===== src/rtl/mem_arbiter_pkg.sv =====
// Shared types and constants for the program/data memory arbiter.
// Holds bus widths, port indices and the arbiter FSM state encoding.
package cpu_pkg;

    localparam int REGSIZE     = 8;
    localparam int MEMSIZE     = 16;
    localparam int PORT_CPU    = 0;
    localparam int PORT_LOADER = 1;

    typedef logic [REGSIZE-1:0] DEFAULT_TYPE;

    typedef enum logic [1:0] {
        ARB_IDLE,
        ARB_ACCESS,
        ARB_RESP
    } ARB_STATE_TYPE;

    function automatic logic [1:0] port_onehot(input logic port);
        return port ? 2'b10 : 2'b01;
    endfunction

endpackage


===== src/rtl/mem_arbiter_if.sv =====
// Two-requester memory bus: per-port request/write controls in, grant/completion pulses out.
// The master modport is the requester side and the slave modport is the arbiter side.
interface mem_arbiter_if;
    import cpu_pkg::*;

    logic [1:0]  REQ;
    logic [1:0]  WE;
    DEFAULT_TYPE ADDR0;
    DEFAULT_TYPE ADDR1;
    DEFAULT_TYPE WDATA0;
    DEFAULT_TYPE WDATA1;
    logic [1:0]  GNT;
    logic [1:0]  RVALID;
    DEFAULT_TYPE RDATA;
    logic        ERR;

    modport master (
        output REQ, WE, ADDR0, ADDR1, WDATA0, WDATA1,
        input  GNT, RVALID, RDATA, ERR
    );

    modport slave (
        input  REQ, WE, ADDR0, ADDR1, WDATA0, WDATA1,
        output GNT, RVALID, RDATA, ERR
    );

endinterface


===== src/rtl/mem_arbiter_rr2.sv =====
// arb_rr2: combinational two-way winner select; win is the index of the granted port.
// Define MEM_ARB_LOADER_PRIO_EN to give the loader port strict priority (last is then ignored).
module arb_rr2
    import cpu_pkg::*;
(
    input  logic [1:0] req,
    input  logic       last,
    output logic       win
);

`ifdef MEM_ARB_LOADER_PRIO_EN
    // Loader always wins a conflict, so the cpu port can starve while the loader streams.
    always_comb begin
        win = req[PORT_LOADER];
    end
`else
    // A lone request wins outright; on a tie the port that did not go last wins.
    always_comb begin
        win = req[PORT_LOADER];
        if (req == 2'b11) begin
            win = ~last;
        end
    end
`endif

endmodule


===== src/rtl/mem_arbiter.sv =====
// mem_arbiter: owns the MEMSIZE x REGSIZE memory and serialises cpu/loader accesses
// through an IDLE -> ACCESS -> RESP sequence. MEM_ARB_LOADER_PRIO_EN selects loader priority.
// An in-range write answers with its write data on RDATA; out-of-range answers 0 with ERR.
module mem_arbiter
    import cpu_pkg::*;
#(
    parameter int MEMSIZE = cpu_pkg::MEMSIZE,
    parameter int REGSIZE = cpu_pkg::REGSIZE
) (
    input logic          CLOCK,
    input logic          RESET_N,
    mem_arbiter_if.slave bus
);

    localparam int AW = $clog2(MEMSIZE);

    ARB_STATE_TYPE      state;
    ARB_STATE_TYPE      state_nxt;
    logic               win;
    logic               win_q;
    logic               last_q;
    logic               we_q;
    logic [REGSIZE-1:0] addr_q;
    logic [REGSIZE-1:0] wdata_q;
    logic [REGSIZE-1:0] rdata_q;
    logic               err_q;
    logic               in_range;
    logic [REGSIZE-1:0] mem [MEMSIZE];

    arb_rr2 u_arb (
        .req  (bus.REQ),
        .last (last_q),
        .win  (win)
    );

    // Any set bit above the index field means the address lies past the array; no wrap.
    assign in_range = (addr_q[REGSIZE-1:AW] == '0);

    always_ff @(posedge CLOCK or negedge RESET_N) begin
        if (!RESET_N) begin
            state <= ARB_IDLE;
        end else begin
            state <= state_nxt;
        end
    end

    always_comb begin
        state_nxt = state;
        unique case (state)
            ARB_IDLE:   if (|bus.REQ) state_nxt = ARB_ACCESS;
            ARB_ACCESS: state_nxt = ARB_RESP;
            ARB_RESP:   state_nxt = ARB_IDLE;
            default:    state_nxt = ARB_IDLE;
        endcase
    end

    always_comb begin
        bus.GNT    = '0;
        bus.RVALID = '0;
        bus.ERR    = 1'b0;
        unique case (state)
            ARB_ACCESS: bus.GNT = port_onehot(win_q);
            ARB_RESP: begin
                bus.RVALID = port_onehot(win_q);
                bus.ERR    = err_q;
            end
            default: ;
        endcase
    end

    assign bus.RDATA = rdata_q;

    // Request contents are frozen on leaving IDLE; requester changes after that are ignored.
    always_ff @(posedge CLOCK) begin
        if (state == ARB_IDLE && |bus.REQ) begin
            we_q    <= bus.WE[win];
            addr_q  <= win ? bus.ADDR1 : bus.ADDR0;
            wdata_q <= win ? bus.WDATA1 : bus.WDATA0;
        end
    end

    always_ff @(posedge CLOCK or negedge RESET_N) begin
        if (!RESET_N) begin
            win_q   <= 1'b0;
            last_q  <= 1'b1;
            rdata_q <= '0;
            err_q   <= 1'b0;
        end else begin
            if (state == ARB_IDLE && |bus.REQ) begin
                win_q  <= win;
                last_q <= win;
            end
            if (state == ARB_ACCESS) begin
                err_q <= ~in_range;
                if (!in_range) begin
                    rdata_q <= '0;
                end else if (we_q) begin
                    rdata_q <= wdata_q;
                end else begin
                    rdata_q <= mem[addr_q[AW-1:0]];
                end
            end
        end
    end

    // Reset forces the state out of ACCESS asynchronously, which cancels a pending write.
    always_ff @(posedge CLOCK) begin
        if (state == ARB_ACCESS && we_q && in_range) begin
            mem[addr_q[AW-1:0]] <= wdata_q;
        end
    end

endmodule

===== src/flat_wrapper.sv =====
// flat-port wrapper written by rule: the top's interface ports become plain ports
module mem_arbiter_flat import cpu_pkg::*;
#(
    parameter int MEMSIZE = cpu_pkg::MEMSIZE,
    parameter int REGSIZE = cpu_pkg::REGSIZE
)
  (CLOCK, RESET_N, bus_REQ, bus_WE, bus_ADDR0, bus_ADDR1, bus_WDATA0, bus_WDATA1, bus_GNT, bus_RVALID, bus_RDATA, bus_ERR);
  mem_arbiter_if bus_i ();
  input logic CLOCK;
  input logic RESET_N;
  input wire logic [$bits(bus_i.REQ)-1:0] bus_REQ;
  input wire logic [$bits(bus_i.WE)-1:0] bus_WE;
  input wire logic [$bits(bus_i.ADDR0)-1:0] bus_ADDR0;
  input wire logic [$bits(bus_i.ADDR1)-1:0] bus_ADDR1;
  input wire logic [$bits(bus_i.WDATA0)-1:0] bus_WDATA0;
  input wire logic [$bits(bus_i.WDATA1)-1:0] bus_WDATA1;
  output wire logic [$bits(bus_i.GNT)-1:0] bus_GNT;
  output wire logic [$bits(bus_i.RVALID)-1:0] bus_RVALID;
  output wire logic [$bits(bus_i.RDATA)-1:0] bus_RDATA;
  output wire logic [$bits(bus_i.ERR)-1:0] bus_ERR;
  assign bus_i.REQ = bus_REQ;
  assign bus_i.WE = bus_WE;
  assign bus_i.ADDR0 = bus_ADDR0;
  assign bus_i.ADDR1 = bus_ADDR1;
  assign bus_i.WDATA0 = bus_WDATA0;
  assign bus_i.WDATA1 = bus_WDATA1;
  assign bus_GNT = bus_i.GNT;
  assign bus_RVALID = bus_i.RVALID;
  assign bus_RDATA = bus_i.RDATA;
  assign bus_ERR = bus_i.ERR;
  mem_arbiter #(.MEMSIZE(MEMSIZE), .REGSIZE(REGSIZE)) u_core (.CLOCK(CLOCK), .RESET_N(RESET_N), .bus(bus_i));
endmodule

===== config.mk =====
export PLATFORM = sky130hd
export DESIGN_NAME = mem_arbiter_flat
export DESIGN_NICKNAME = d
export VERILOG_FILES = /design/src/rtl/mem_arbiter_pkg.sv /design/src/rtl/mem_arbiter_if.sv /design/src/rtl/mem_arbiter_rr2.sv /design/src/rtl/mem_arbiter.sv /design/src/flat_wrapper.sv
export SDC_FILE = /design/constraint.sdc
export NUM_CORES = 1
export LEC_CHECK = 0
export ABC_AREA = 1
export BUFFER_PORTS_ARGS = -buffer_cell sky130_fd_sc_hd__buf_2
export CORE_UTILIZATION = 54
export DETAILED_ROUTE_END_ITERATION = 12
export PLACE_DENSITY_LB_ADDON = 0.2
export SYNTH_ARGS = -nofsm -noshare
export SYNTH_HDL_FRONTEND = slang
export SYNTH_SLANG_ARGS = --single-unit

===== constraint.sdc =====
create_clock -name CLOCK -period 1.79 [get_ports CLOCK]
set_clock_uncertainty 0.15 [all_clocks]
set_input_delay 0.0895 -clock CLOCK [delete_from_list [all_inputs] [get_ports CLOCK]]
set_output_delay 0.0895 -clock CLOCK [all_outputs]
set_load 0.005 [all_outputs]

# Yosys cells after proc, flatten, opt, wreduce, memory -nomap -nowiden
# Memories as Yosys holds them, arrays and structs flattened. A register that Yosys moved wholly into a read port is not among the register bits.
# Cells that the tools add are included.
[totals] n_memories=1 ff_bits=30 wordCells=38 mem_bits_rw=128
[classes] muxes=16 order_cmp=1 n_reduce_logical=6 n_eq_ne=4 bitwise=2
[mem_list] memory="u_core.mem" words=16 word_bits=8 read_ports=1 rd_ports_with_merged_regs=1 write_ports=1 line_no="mem_arbiter.sv:28" rtl="logic [REGSIZE-1:0] mem [MEMSIZE];"
[op_table] cell="2-to-1 mux 8 bit" n=4
[op_table] cell="2-to-1 mux 2 bit" n=4
[op_table] cell="2-to-1 mux 1 bit" n=6
[op_table] cell="equality test 2 bit, second input constant" n=2
[op_table] cell="logical NOT 4 bit" n=1
[op_table] cell="2-to-1 mux 4 bit" n=1
[op_table] cell="one-hot mux 2 bit (2 select lines)" n=1
[op_table] cell="logical AND 1 bit" n=3
[op_table] cell="equality test 2 x 1 -> 1 bit, second input constant" n=1
[op_table] cell="logical NOT 2 bit" n=1
[op_table] cell="< comparator 1 x 2 -> 1 bit, second input constant" n=1
[op_table] cell="inequality test 2 bit, second input constant" n=1
[op_table] cell="NOT 1 bit" n=2
[op_table] cell="OR reduction 2 bit" n=1

# Logic depth before layout (Yosys ltp)
[logic_depth] depth_word=5 mapped_depth=10 ltp_nobuf=9

# Cells and area by module
# Synthesis repeated with hierarchy kept, for this count alone.
[hier_totals] hier_cells=657 area_unflattened_um2=6993.0
[modules_own_cells] mod="mem_arbiter" cells_per_inst=655 seq_area_each_um2=4760.8 area_per_inst_um2=6980.4 n_inst=1
[modules_own_cells] mod="arb_rr2" cells_per_inst=2 seq_area_each_um2=0.0 area_per_inst_um2=12.5 n_inst=1

# Least setup slack after synthesis
# Ideal clock, no wire load.
[synth_timing] path_kind="register -> register" start="register u_core.state[1]" end="memory u_core.mem[1][0] (enable)" slack_ns=-0.080 n_path_buf=0 synth_period_minus_slack_ns=1.870 path_stages_with_launch=6 required_ns=1.270 t_arrival_ns=1.350 path_cell_list="dfrtp_1 -> nor2_4 -> nand3_4 -> nor2_4 -> nand3_1 -> nor2_1"
[synth_between] elab_chain_len=5
[synth_rtl] item="from (decl)" line_no="mem_arbiter.sv:17" rtl="ARB_STATE_TYPE state;"
[synth_rtl] item="from (signal assigned)" line_no="mem_arbiter.sv:43" rtl="state <= state_nxt;"
[synth_rtl] item="equality test 2 x 1 -> 1 bit" line_no="mem_arbiter.sv:108" rtl="if (state == ARB_ACCESS && we_q && in_range) begin"
[synth_rtl] item="logical AND 1 bit (2 in series)" line_no="mem_arbiter.sv:108"
[synth_rtl] item="2-to-1 mux 1 bit" line_no="mem_arbiter.sv:108"
[synth_rtl] item="2-to-1 mux 1 bit (implied by the code)" line_no="mem_arbiter.sv:109" rtl="mem[addr_q[AW-1:0]] <= wdata_q;"
[synth_rtl] item="to (decl)" line_no="mem_arbiter.sv:28"
# No other way between the ends.

# Worst setup path in the final report
[layout_timing] start="register u_core.state[0]" end="memory u_core.mem[3][5] (enable)"
# The elaborated chain is that of the path after synthesis.

==> metrics.cfg <==
[placement]
io_buffers = 50
postPlaceCellArea_sq_um = 7660
gp_congestion = 0.926
place_ws_ns = -0.186
dpl.hpwl_mm = 10.6

[pwr]
power_frac_seq = 0.399
p_per_area_nw_per_um2 = 1430
p_leak_nw = 3.82
p_comb_frac = 0.322
p_int_mw = 8.05
power.clock.fraction = 0.279
switchingPower_mw = 4.49
irDropWorstVdd_v = 0.00103
swShare = 0.358

[cells_and_area]
area_growth_syn_to_layout_pct = 25.9
seqCellArea_sq_um = 4760
nets = 855
fill_cells = 912
fin_area_sq_um = 8800
layout-drive-gt1-share = 0.186
antenna_cells = 0
multi_input_area_sq_um = 1860

[setup_path]
arrival_ns = 1.85
crit_type = flip-flop to flip-flop
cp_data_required_time_ns = 1.78
end_kind = flip-flop
reg2reg_setup_slack_ns = -0.07
r2r-end = u_core.mem[3][5]
crit_fanout = 8
ff2ff_path_depth = 8
timing.rr.start = u_core.state[0]
startpoint_type = flip-flop

[route]
via_count = 5243
drt_pre_antenna_iters = 6
remaining_drc_errors = 0
viasPerCell = 5.23
avgRoutedWirePerCell_um = 16.9
detail-route-antenna-nets = 0
drt_iter0_drc = 544
routed_wl_mm = 16.9

[worst_hold_path]
min-delay-path-class = input port to flip-flop
min_from = bus_ADDR1[4]
hold_path_depth = 4
hold-path-endpoint = u_core.addr_q[4]

[synth]
syn_avg_cell_area_sq_um = 10.1
ys_async_sr_fraction = 0.0802
yosysTopAreaCell = edfxtp_1
synth_top_cells_by_count = 278 x nand2_1, 145 x edfxtp_1, 91 x nand3_1
yosys_warnings = 0
synthCells = 692
ys_types = 22
ys_seq_elements = 162
synth_area_leaders = edfxtp_1 62%, nand2_1 15%, nand3_1 6.5%
synth-main-ff-cell = edfxtp_1
netlist.area_leader.share = 0.623
yosysMostFrequentCell = nand2_1
synth-edff-count = 145
syn_area_sq_um = 6990
seq_area_frac_synth = 0.681
synth_fp_nets = 730

[timing]
max_slew_margin = 0.629
rsz0062_at_grt = yes
setup-violations-final = 112
finalHoldViolations = 0
period_needed_ns = 1.86
max_freq_mhz = 538
slew_violations = 0
fin_tns_setup_ns = -3.18
setup_ws_ns = -0.0681
worstMarginPinSlew_ns = 0.554
finalCritPeriodShare = 1.04

[cts]
cts_root_buf = clkbuf_16
h-tree-depth = 4
cts.path.max_buffers = 2
clkSinkCount = 162
clk_latency_ns = 0.43
cts_buffers = 17
cts_tree = done
clkTransAtPathRegs_ns = 0.07

[grt]
grt_first_pass_wirelength_mm = 25.5
grt_pass1_vias = 5029
grt_overflow = 0
grt_max_degree = 33
grtUsageTotal = 0.268
grt_antenna_before_repair = 0

[status]
status = finished, violations left
violations = setup timing

[floorplanning]
die_area_sq_um = 13400
die_h_um = 116
start_util = 0.554
core_sq_um = 12600
std_cell_rows = 41
io_pins = 51
die_x_um = 116

[flow_run]
maxCapViolCount = 0

## critical path: stages (launching register included)
cell and delay, ns:
dfrtp_1 0.36, inv_2 0.06, nor2_4 0.14, nand3_4 0.10, nor2_4 0.24, nand3_2 0.10
buf_6 0.16, nor2_2 0.10, buf_6 0.15
## stage by stage
step,std cells,utilization,hold slack (ns),power (mW)
after floorplan,692,-,-0.356,7.51
after global placement,929,0.607,-0.164,8.79
after detailed placement,929,0.607,-0.163,8.86
after CTS,1001,0.687,0.292,12.4
after global routing,1002,0.698,0.330,13.1
final,1002,0.698,0.312,12.5
## registers in the layout, summed over array words and instances, names as in the netlist, named ones only
signal	cells
u_core.addr_q	8
u_core.bus.RDATA	8
u_core.err_q	1
u_core.last_q	1
u_core.mem	128
u_core.state	2
u_core.wdata_q	8
u_core.we_q	1
u_core.win_q	1
## cell families after synthesis
logic type      count (synthesis)  share of synthesized area
buf+inv                       107                     0.0685
simple gates                  416                      0.245
flops                         162                      0.681
compound gates                  7                    0.00537
## worst max path at each step
stage | startpoint | to | slack [ns] | cells past startpoint
detailed placement | u_core.addr_q[5] | u_core.mem[6][2] | -0.19 | 6
global route | u_core.state[0] | u_core.mem[3][4] | -0.13 | 8
CTS | u_core.addr_q[5] | u_core.mem[14][4] | -0.03 | 6
floorplan | u_core.state[1] | u_core.mem[1][0] | -0.08 | 5
global placement | u_core.addr_q[5] | u_core.mem[14][5] | -0.12 | 6
finish | u_core.state[0] | u_core.mem[3][5] | -0.07 | 8
## area by class of cell
type	count	share of cell area
clock inverter	12	0.0109
clock buffer	20	0.0556
timing repair buffer	134	0.123
multi-input combinational	423	0.211
inverter	79	0.0340
sequential	162	0.541
tap	172	0.0244
## layer usage
| metal | vias up | track usage | wire, um |
|---|---|---|---|
| met5 | - | 0 | 0 |
| met4 | 0 | 0.156 | 639 |
| met3 | 55 | 0.0570 | 1230 |
| met2 | 236 | 0.447 | 8460 |
| met1 | 2457 | 0.324 | 6580 |
| li1 | 2495 | - | - |
## placed cells by master, fill, tap and decap left out, drive strengths merged
cell type	count
nor3	2
buf	94
nand3	93
clkinv	4
clkbuf	20
clkinvlp	7
dfxtp	4
o21a	1
edfxtp	145
nor2	42
dfstp	1
o21ai	6
inv	80
dlygate4sd3	40
nand2	279
dfrtp	12
## what timing repair did
item,in CTS,in global routing
hold endpoints to repair,37,0
pin swaps,0,7
setup buffers,0,1
hold buffers,40,0
resized for setup,5,33
endpoints found under the setup margin,130,130
## power groups by stage
stage	Sequential, mW	Combinational (mW)	Clock [mW]
global route	5.04	4.41	3.66
global placement	5.04	3.75	0
floorplan	5.08	2.43	0
CTS	4.98	3.91	3.54
finish	5.01	4.04	3.50
detailed placement	5.05	3.81	0
(Power assumes the default switching activity.)
